`config.mk`:
```
export PLATFORM = sky130hd
export DESIGN_NAME = toy_phy_reg_freelist_flat
export DESIGN_NICKNAME = d
export VERILOG_FILES = /design/src/rtl/toy_phy_reg_freelist_if.sv /design/src/rtl/toy_phy_reg_freelist.sv /design/src/flat_wrapper.sv
export SDC_FILE = /design/constraint.sdc
export NUM_CORES = 2
export LEC_CHECK = 0
export ABC_AREA = 1
export CAP_MARGIN = 25
export CORE_UTILIZATION = 63
export CTS_CLUSTER_SIZE = 10
export DETAILED_ROUTE_END_ITERATION = 8
export GPL_TIMING_DRIVEN = 0
export PLACE_DENSITY_LB_ADDON = 0.1
export SETUP_SLACK_MARGIN = 0.3
export SYNTH_ARGS = -nofsm -noshare
export SYNTH_HDL_FRONTEND = slang
export SYNTH_SLANG_ARGS = --single-unit
```
`constraint.sdc`:
```
create_clock -name clk -period 43.4 [get_ports clk]
set_clock_uncertainty 0.2 [all_clocks]
set_input_delay 13.02 -clock clk [delete_from_list [all_inputs] [get_ports clk]]
set_output_delay 13.02 -clock clk [all_outputs]
set_load 0.03 [all_outputs]
```
`src/rtl/toy_phy_reg_freelist_if.sv`:
```
// Allocation/release bundle between rename and the physical-register free list.
// Handshake: a lane is served only in a cycle where v_alloc_req[i] and v_alloc_gnt[i] are both high;
// v_alloc_phy_id[i] is the ID handed over in that cycle.
interface toy_phy_reg_freelist_if #(
  parameter int PHY_REG_NUM      = 128,
  parameter int PHY_REG_ID_WIDTH = 7,
  parameter int ALLOC_CHANNEL    = 4
);
  logic [PHY_REG_NUM-1:0]                         v_phy_release;
  logic [PHY_REG_NUM-1:0]                         v_phy_back_ref;
  logic                                           flush;
  logic [ALLOC_CHANNEL-1:0]                       v_alloc_req;
  logic [ALLOC_CHANNEL-1:0]                       v_alloc_gnt;
  logic [ALLOC_CHANNEL-1:0][PHY_REG_ID_WIDTH-1:0] v_alloc_phy_id;
  logic [PHY_REG_ID_WIDTH:0]                      free_cnt;

  modport master (
    output v_phy_release, v_phy_back_ref, flush, v_alloc_req,
    input  v_alloc_gnt, v_alloc_phy_id, free_cnt
  );

  modport slave (
    input  v_phy_release, v_phy_back_ref, flush, v_alloc_req,
    output v_alloc_gnt, v_alloc_phy_id, free_cnt
  );
endinterface

```
`src/rtl/toy_phy_reg_freelist.sv`:
```
// Physical-register free list: free bitmask plus one pre-picked staging slot per rename lane,
// refilled from the lowest free IDs and rebuilt from the back-reference map on flush.
module toy_phy_reg_freelist #(
  parameter int PHY_REG_NUM      = 128,
  parameter int PHY_REG_ID_WIDTH = 7,
  parameter int ARCH_ENTRY_NUM   = 32,
  parameter int ALLOC_CHANNEL    = 4
) (
  input  logic                   clk,
  input  logic                   rst,
  toy_phy_reg_freelist_if.slave  bus
);
  localparam int N = PHY_REG_NUM;
  localparam int W = PHY_REG_ID_WIDTH;
  localparam int C = ALLOC_CHANNEL;
  localparam logic [N-1:0] RESET_FREE = {N{1'b1}} << ARCH_ENTRY_NUM;
  localparam logic [W:0]   RESET_CNT  = (W+1)'(PHY_REG_NUM - ARCH_ENTRY_NUM);

  logic [N-1:0]          free_q, free_d;
  logic [C-1:0]          slot_vld_q, slot_vld_d;
  logic [C-1:0][W-1:0]   slot_id_q, slot_id_d;
  logic [W:0]            free_cnt_q, free_cnt_d;
  logic [C-1:0]          gnt;
  logic [C-1:0]          refill;
  logic                  grant_ok;

  // All-or-nothing: any requesting lane without a staged ID stalls the whole group.
  assign grant_ok = ~rst & ~bus.flush & ((bus.v_alloc_req & ~slot_vld_q) == '0);
  assign gnt      = grant_ok ? bus.v_alloc_req : '0;
  assign refill   = ~slot_vld_q | gnt;

  assign bus.v_alloc_gnt    = gnt;
  assign bus.v_alloc_phy_id = slot_id_q;
  assign bus.free_cnt       = free_cnt_q;

  always_comb begin
    logic [N-1:0] pool;
    logic         found;
    logic [W-1:0] pick;
    logic [W:0]   cnt;
    pool       = free_q | bus.v_phy_release;
    found      = 1'b0;
    pick       = '0;
    cnt        = '0;
    slot_vld_d = slot_vld_q;
    slot_id_d  = slot_id_q;
    // Slots in ascending order each take the lowest ID still left in the pool.
    for (int i = 0; i < C; i++) begin
      if (refill[i]) begin
        found = 1'b0;
        pick  = '0;
        for (int j = 0; j < N; j++) begin
          if (!found && pool[j]) begin
            found = 1'b1;
            pick  = W'(j);
          end
        end
        slot_vld_d[i] = found;
        if (found) begin
          slot_id_d[i] = pick;
          pool[pick]   = 1'b0;
        end
      end
    end
    free_d = pool;
    if (bus.flush) begin
      free_d     = ~bus.v_phy_back_ref;
      slot_vld_d = '0;
    end
    for (int j = 0; j < N; j++) cnt = cnt + (W+1)'(free_d[j]);
    for (int i = 0; i < C; i++) cnt = cnt + (W+1)'(slot_vld_d[i]);
    free_cnt_d = cnt;
  end

  always_ff @(posedge clk or posedge rst) begin
    if (rst) begin
      free_q     <= RESET_FREE;
      slot_vld_q <= '0;
      slot_id_q  <= '0;
      free_cnt_q <= RESET_CNT;
    end else begin
      free_q     <= free_d;
      slot_vld_q <= slot_vld_d;
      slot_id_q  <= slot_id_d;
      free_cnt_q <= free_cnt_d;
    end
  end

`ifndef SYNTHESIS
  always @(posedge clk) begin
    logic [N-1:0] staged;
    staged = '0;
    for (int i = 0; i < C; i++) if (slot_vld_q[i]) staged[slot_id_q[i]] = 1'b1;
    a_req_in_reset: assert (!(rst && (bus.v_alloc_req != '0)));
    if (!rst) begin
      a_double_release: assert ((bus.v_phy_release & (free_q | staged)) == '0);
    end
  end
`endif
endmodule

```
`src/flat_wrapper.sv`:
```
// flat-port wrapper written by rule: the top's interface ports become plain ports
module toy_phy_reg_freelist_flat 
#(
  parameter int PHY_REG_NUM      = 128,
  parameter int PHY_REG_ID_WIDTH = 7,
  parameter int ARCH_ENTRY_NUM   = 32,
  parameter int ALLOC_CHANNEL    = 4
)
  (clk, rst, bus_v_phy_release, bus_v_phy_back_ref, bus_flush, bus_v_alloc_req, bus_v_alloc_gnt, bus_v_alloc_phy_id, bus_free_cnt);
  toy_phy_reg_freelist_if #(.PHY_REG_NUM(PHY_REG_NUM), .PHY_REG_ID_WIDTH(PHY_REG_ID_WIDTH), .ALLOC_CHANNEL(ALLOC_CHANNEL)) bus_i ();
  input  logic clk;
  input  logic rst;
  input wire logic [$bits(bus_i.v_phy_release)-1:0] bus_v_phy_release;
  input wire logic [$bits(bus_i.v_phy_back_ref)-1:0] bus_v_phy_back_ref;
  input wire logic [$bits(bus_i.flush)-1:0] bus_flush;
  input wire logic [$bits(bus_i.v_alloc_req)-1:0] bus_v_alloc_req;
  output wire logic [$bits(bus_i.v_alloc_gnt)-1:0] bus_v_alloc_gnt;
  output wire logic [$bits(bus_i.v_alloc_phy_id)-1:0] bus_v_alloc_phy_id;
  output wire logic [$bits(bus_i.free_cnt)-1:0] bus_free_cnt;
  assign bus_i.v_phy_release = bus_v_phy_release;
  assign bus_i.v_phy_back_ref = bus_v_phy_back_ref;
  assign bus_i.flush = bus_flush;
  assign bus_i.v_alloc_req = bus_v_alloc_req;
  assign bus_v_alloc_gnt = bus_i.v_alloc_gnt;
  assign bus_v_alloc_phy_id = bus_i.v_alloc_phy_id;
  assign bus_free_cnt = bus_i.free_cnt;
  toy_phy_reg_freelist #(.PHY_REG_NUM(PHY_REG_NUM), .PHY_REG_ID_WIDTH(PHY_REG_ID_WIDTH), .ARCH_ENTRY_NUM(ARCH_ENTRY_NUM), .ALLOC_CHANNEL(ALLOC_CHANNEL)) u_core (.clk(clk), .rst(rst), .bus(bus_i));
endmodule
```
==> tab_implementation.tex <==
\begin{tabular}{lr}
\hline
Metric & Value \\
\hline
\multicolumn{2}{l}{\textbf{Setup path}} \\
\quad Arrival time at the worst endpoint & 33.91 ns \\
\quad Startpoint types & input pin \\
\quad Critical path class & in -> reg \\
\quad Required time worst endpoint & between 40 and 50 ns \\
\quad Cell repeated most along the worst path & sky130\_fd\_sc\_hd\_\_nor2\_1 \\
\quad Delay of the slowest cell on the worst path & 0.64 ns \\
\quad Kind of cell adding the most delay to the critical path & simple AND/OR/NAND/NOR gates \\
\quad CP endpoint kind & flop \\
\quad Peak fanout along the critical path & 6 \\
\quad Master of the slowest instance on the critical path & sky130\_fd\_sc\_hd\_\_fa\_1 \\
\quad Bufs and invs on worst path & 7 \\
\multicolumn{2}{l}{\textbf{GRT}} \\
\quad Global-route wire length before repair & approximately 160000 um \\
\quad Pin count of the biggest net entering global routing & roughly 110 \\
\quad Number of antenna violations at the first check in global routing & 4 \\
\quad Number of global-route vias before repair & around 28000 \\
\quad GR Overflow Total & 0 \\
\quad Total routing resource utilization after global routing & around half \\
\multicolumn{2}{l}{\textbf{Final layout}} \\
\quad Cell area after layout & between 20000 and 30000 sq um \\
\quad Share of post-route cells with drive strength above 1 & around an eighth \\
\quad Number of nets in the final layout & 4455 \\
\quad P\&R area growth vs syn & 17.6\% \\
\multicolumn{2}{l}{\textbf{Yosys}} \\
\quad Per-instance average area after synthesis & 6.72 sq um \\
\quad Total number of yosys warnings & 0 \\
\quad Share of flip-flops with an asynchronous set or reset & 100\% \\
\quad Seq/Total Area, Yosys & roughly 17\% \\
\quad Top\_reg\_cell synth & sky130\_fd\_sc\_hd\_\_dfstp\_2 \\
\quad Combined area of all synthesized cells & 25000 sq um \\
\quad Netlist cell types & just over 60 \\
\quad Seq cells post-synth & 168 \\
\quad Number of enable-type register cells in the synthesized netlist & 0 \\
\quad Synth Net Count & between 4000 and 5000 \\
\quad Synthesized instance count & roughly 3700 \\
\multicolumn{2}{l}{\textbf{Place}} \\
\quad HPWL after detailed placement & 83700 um \\
\quad Number of buffers added on ports & between 300 and 400 \\
\quad Post-place instance area & approximately 29000 sq um \\
\quad GP Congestion & 1.08 \\
\multicolumn{2}{l}{\textbf{Die}} \\
\quad Total I/O pin count & 303 \\
\quad Starting utilization of the core area & between 60 and 70\% \\
\quad Overall die width & 201 um \\
\quad Area of the core & roughly 39000 sq um \\
\quad Die H & roughly 200 um \\
\quad Die Outline Area & a little over 40000 sq um \\
\quad Number of placement rows & 72 \\
\multicolumn{2}{l}{\textbf{CTS}} \\
\quad Num CTS Buffers & 17 \\
\quad CTS tree & done \\
\quad CTS H-tree depth & 4 \\
\quad Maximum root-to-sink buffer count & 2 \\
\quad Clock root buffer & sky130\_fd\_sc\_hd\_\_clkbuf\_16 \\
\quad Clock transition at the registers of the reported paths & roughly 0.09 ns \\
\quad Clock insertion delay at the later pin of the skew report & $\sim$0.5 ns \\
\quad Clock sinks & approximately 170 \\
\quad Setup repair bufs after CTS & 0 \\
\quad Hold\_buf cts & 0 \\
\quad Cells resized by post-CTS repair & 0 \\
\multicolumn{2}{l}{\textbf{STA}} \\
\quad Finish-stage setup viols & 0 \\
\quad Final Cycle Share & slightly below 80\% \\
\quad Worst slew slack as a fraction of its limit & between 15 and 20\% \\
\quad Worst Tran Pin Value & between 1 and 1.5 ns \\
\quad Time the final worst path needs with I/O delays and setup & around 34 ns \\
\quad Slew Viols, Final & 0 \\
\quad Max Clock Freq & between 20 and 30 MHz \\
\quad Final-layout setup total negative slack & 0 ns \\
\quad Unrepaired setup endpoints after global routing & no \\
\quad Final Hold Fails & 0 \\
\multicolumn{2}{l}{\textbf{Drt}} \\
\quad Average via count per standard cell & approximately 6.4 \\
\quad Detailed-routing iteration count for the pre-antenna-repair pass & 6 \\
\quad Number of design rule violations left after detail routing & 0 \\
\quad Overall routed net length & 103000 um \\
\quad Routed wirelength normalized by instance count & between 20 and 25 um \\
\quad Vias & 29400 \\
\quad DRC violation total after the first TritonRoute iteration & around 4000 \\
\quad Number of nets still failing antenna checks after routing & 0 \\
\multicolumn{2}{l}{\textbf{Run}} \\
\quad Max-cap violation count & 0 \\
\multicolumn{2}{l}{\textbf{Outcome}} \\
\quad Outcome & completed \\
\multicolumn{2}{l}{\textbf{Hold path}} \\
\quad Hold WC Path Type & reg -> reg \\
\hline
\end{tabular}
## final timing paths
| check | slack [ns] | startpoint | to | depth (start not counted) |
|---|---|---|---|---|
| worst max-delay path | 9.72 | rst | u_core.bus.free_cnt[6] | 102 |
| worst min-delay path | 0.29 | u_core.bus.v_alloc_phy_id[6] | u_core.bus.v_alloc_phy_id[6] | 2 |
| worst max register to register | 22.32 | u_core.slot_vld_q[0] | u_core.bus.free_cnt[6] | 100 |
| worst min register to register | 0.29 | u_core.bus.v_alloc_phy_id[6] | u_core.bus.v_alloc_phy_id[6] | 2 |
| max in group asynchronous | 29.24 | rst | u_core.free_q[61] | 3 |
| min in group asynchronous | 12.80 | rst | u_core.slot_vld_q[0] | 2 |
## registers in the layout, indices dropped and copies added, names as in the netlist
signal,count
u_core.bus.free_cnt,8
u_core.free_q,128
u_core.slot_vld_q,4
u_core.bus.v_alloc_phy_id,28
## cells in the mapped netlist, drive strengths merged (25+ instances only)
master | count | area, sq um
a2111oi | 30 | 263
a211oi | 34 | 255
a21oi | 73 | 365
buf | 40 | 372
clkbuf | 37 | 150
dfrtp | 70 | 1750
dfstp | 98 | 2570
fa | 119 | 2380
ha | 25 | 313
inv | 760 | 2850
mux2i | 31 | 310
nand2 | 338 | 1300
nand3 | 116 | 626
nand4 | 306 | 2340
nor2 | 803 | 3470
nor3 | 39 | 195
nor4 | 46 | 288
o211ai | 54 | 405
o21ai | 402 | 2180
o21bai | 164 | 1530
## routing by layer
layer	vias up	track usage [%]	wire (um)
met5	-	0	0
met4	0	37.5	8690
met3	495	14.9	14700
met2	2166	73.4	41900
met1	13500	63.5	37500
li1	13300	-	-
## cell type report
class | instances | area (sq um)
sequential | 168 | 4330
clock inverter | 14 | 185
inverter | 761 | 2860
clock buffer | 18 | 429
timing repair buffer | 312 | 3130
buffer | 78 | 532
antenna | 1 | 2.50
tap | 518 | 648
fill | 2944 | 9530
multi-input combinational | 2710 | 17300
## worst min-delay path: cells and delay by family (launching register included)
| family | cells | cell delay, ns |
|---|---|---|
| flops | 1 | 0.35 |
| simple gates | 2 | 0.11 |
## metrics by stage
step	hold slack, ns	setup slack (ns)	instances	util [%]
after global placement	0.271	10.45	4537	73.6
after global routing	0.309	8.10	4580	75.5
after detailed placement	0.273	10.15	4545	73.9
final	0.292	9.72	4580	75.5
after CTS	0.296	10.40	4577	75.5
after floorplan	0.457	13.40	3717	-
## placed cells by master, fill, tap and decap left out, drive strengths merged, types with 25 or more instances in the layout
cell type	netlist	routed
nor2	803	803
inv	760	767
o21ai	402	402
nand2	338	338
nand4	306	306
clkdlybuf4s50	0	302
o21bai	164	164
fa	119	119
nand3	116	116
dfstp	98	98
a21oi	73	73
dfrtp	70	70
clkbuf	37	55
o211ai	54	54
buf	40	49
nor4	46	46
nor3	39	39
a211oi	34	34
mux2i	31	31
a2111oi	30	30
ha	25	25
## cell families after synthesis
group	after synthesis	synth area share, %
compound gates	850	23.1
xor+xnor	5	0.175
fa+ha+maj	144	10.8
buf+inv	839	13.6
flops	168	17.3
mux	31	1.24
simple gates	1680	33.9
Power is not shown: default switching activity piles up to over one toggle a cycle in this logic, so the estimate is an artifact.
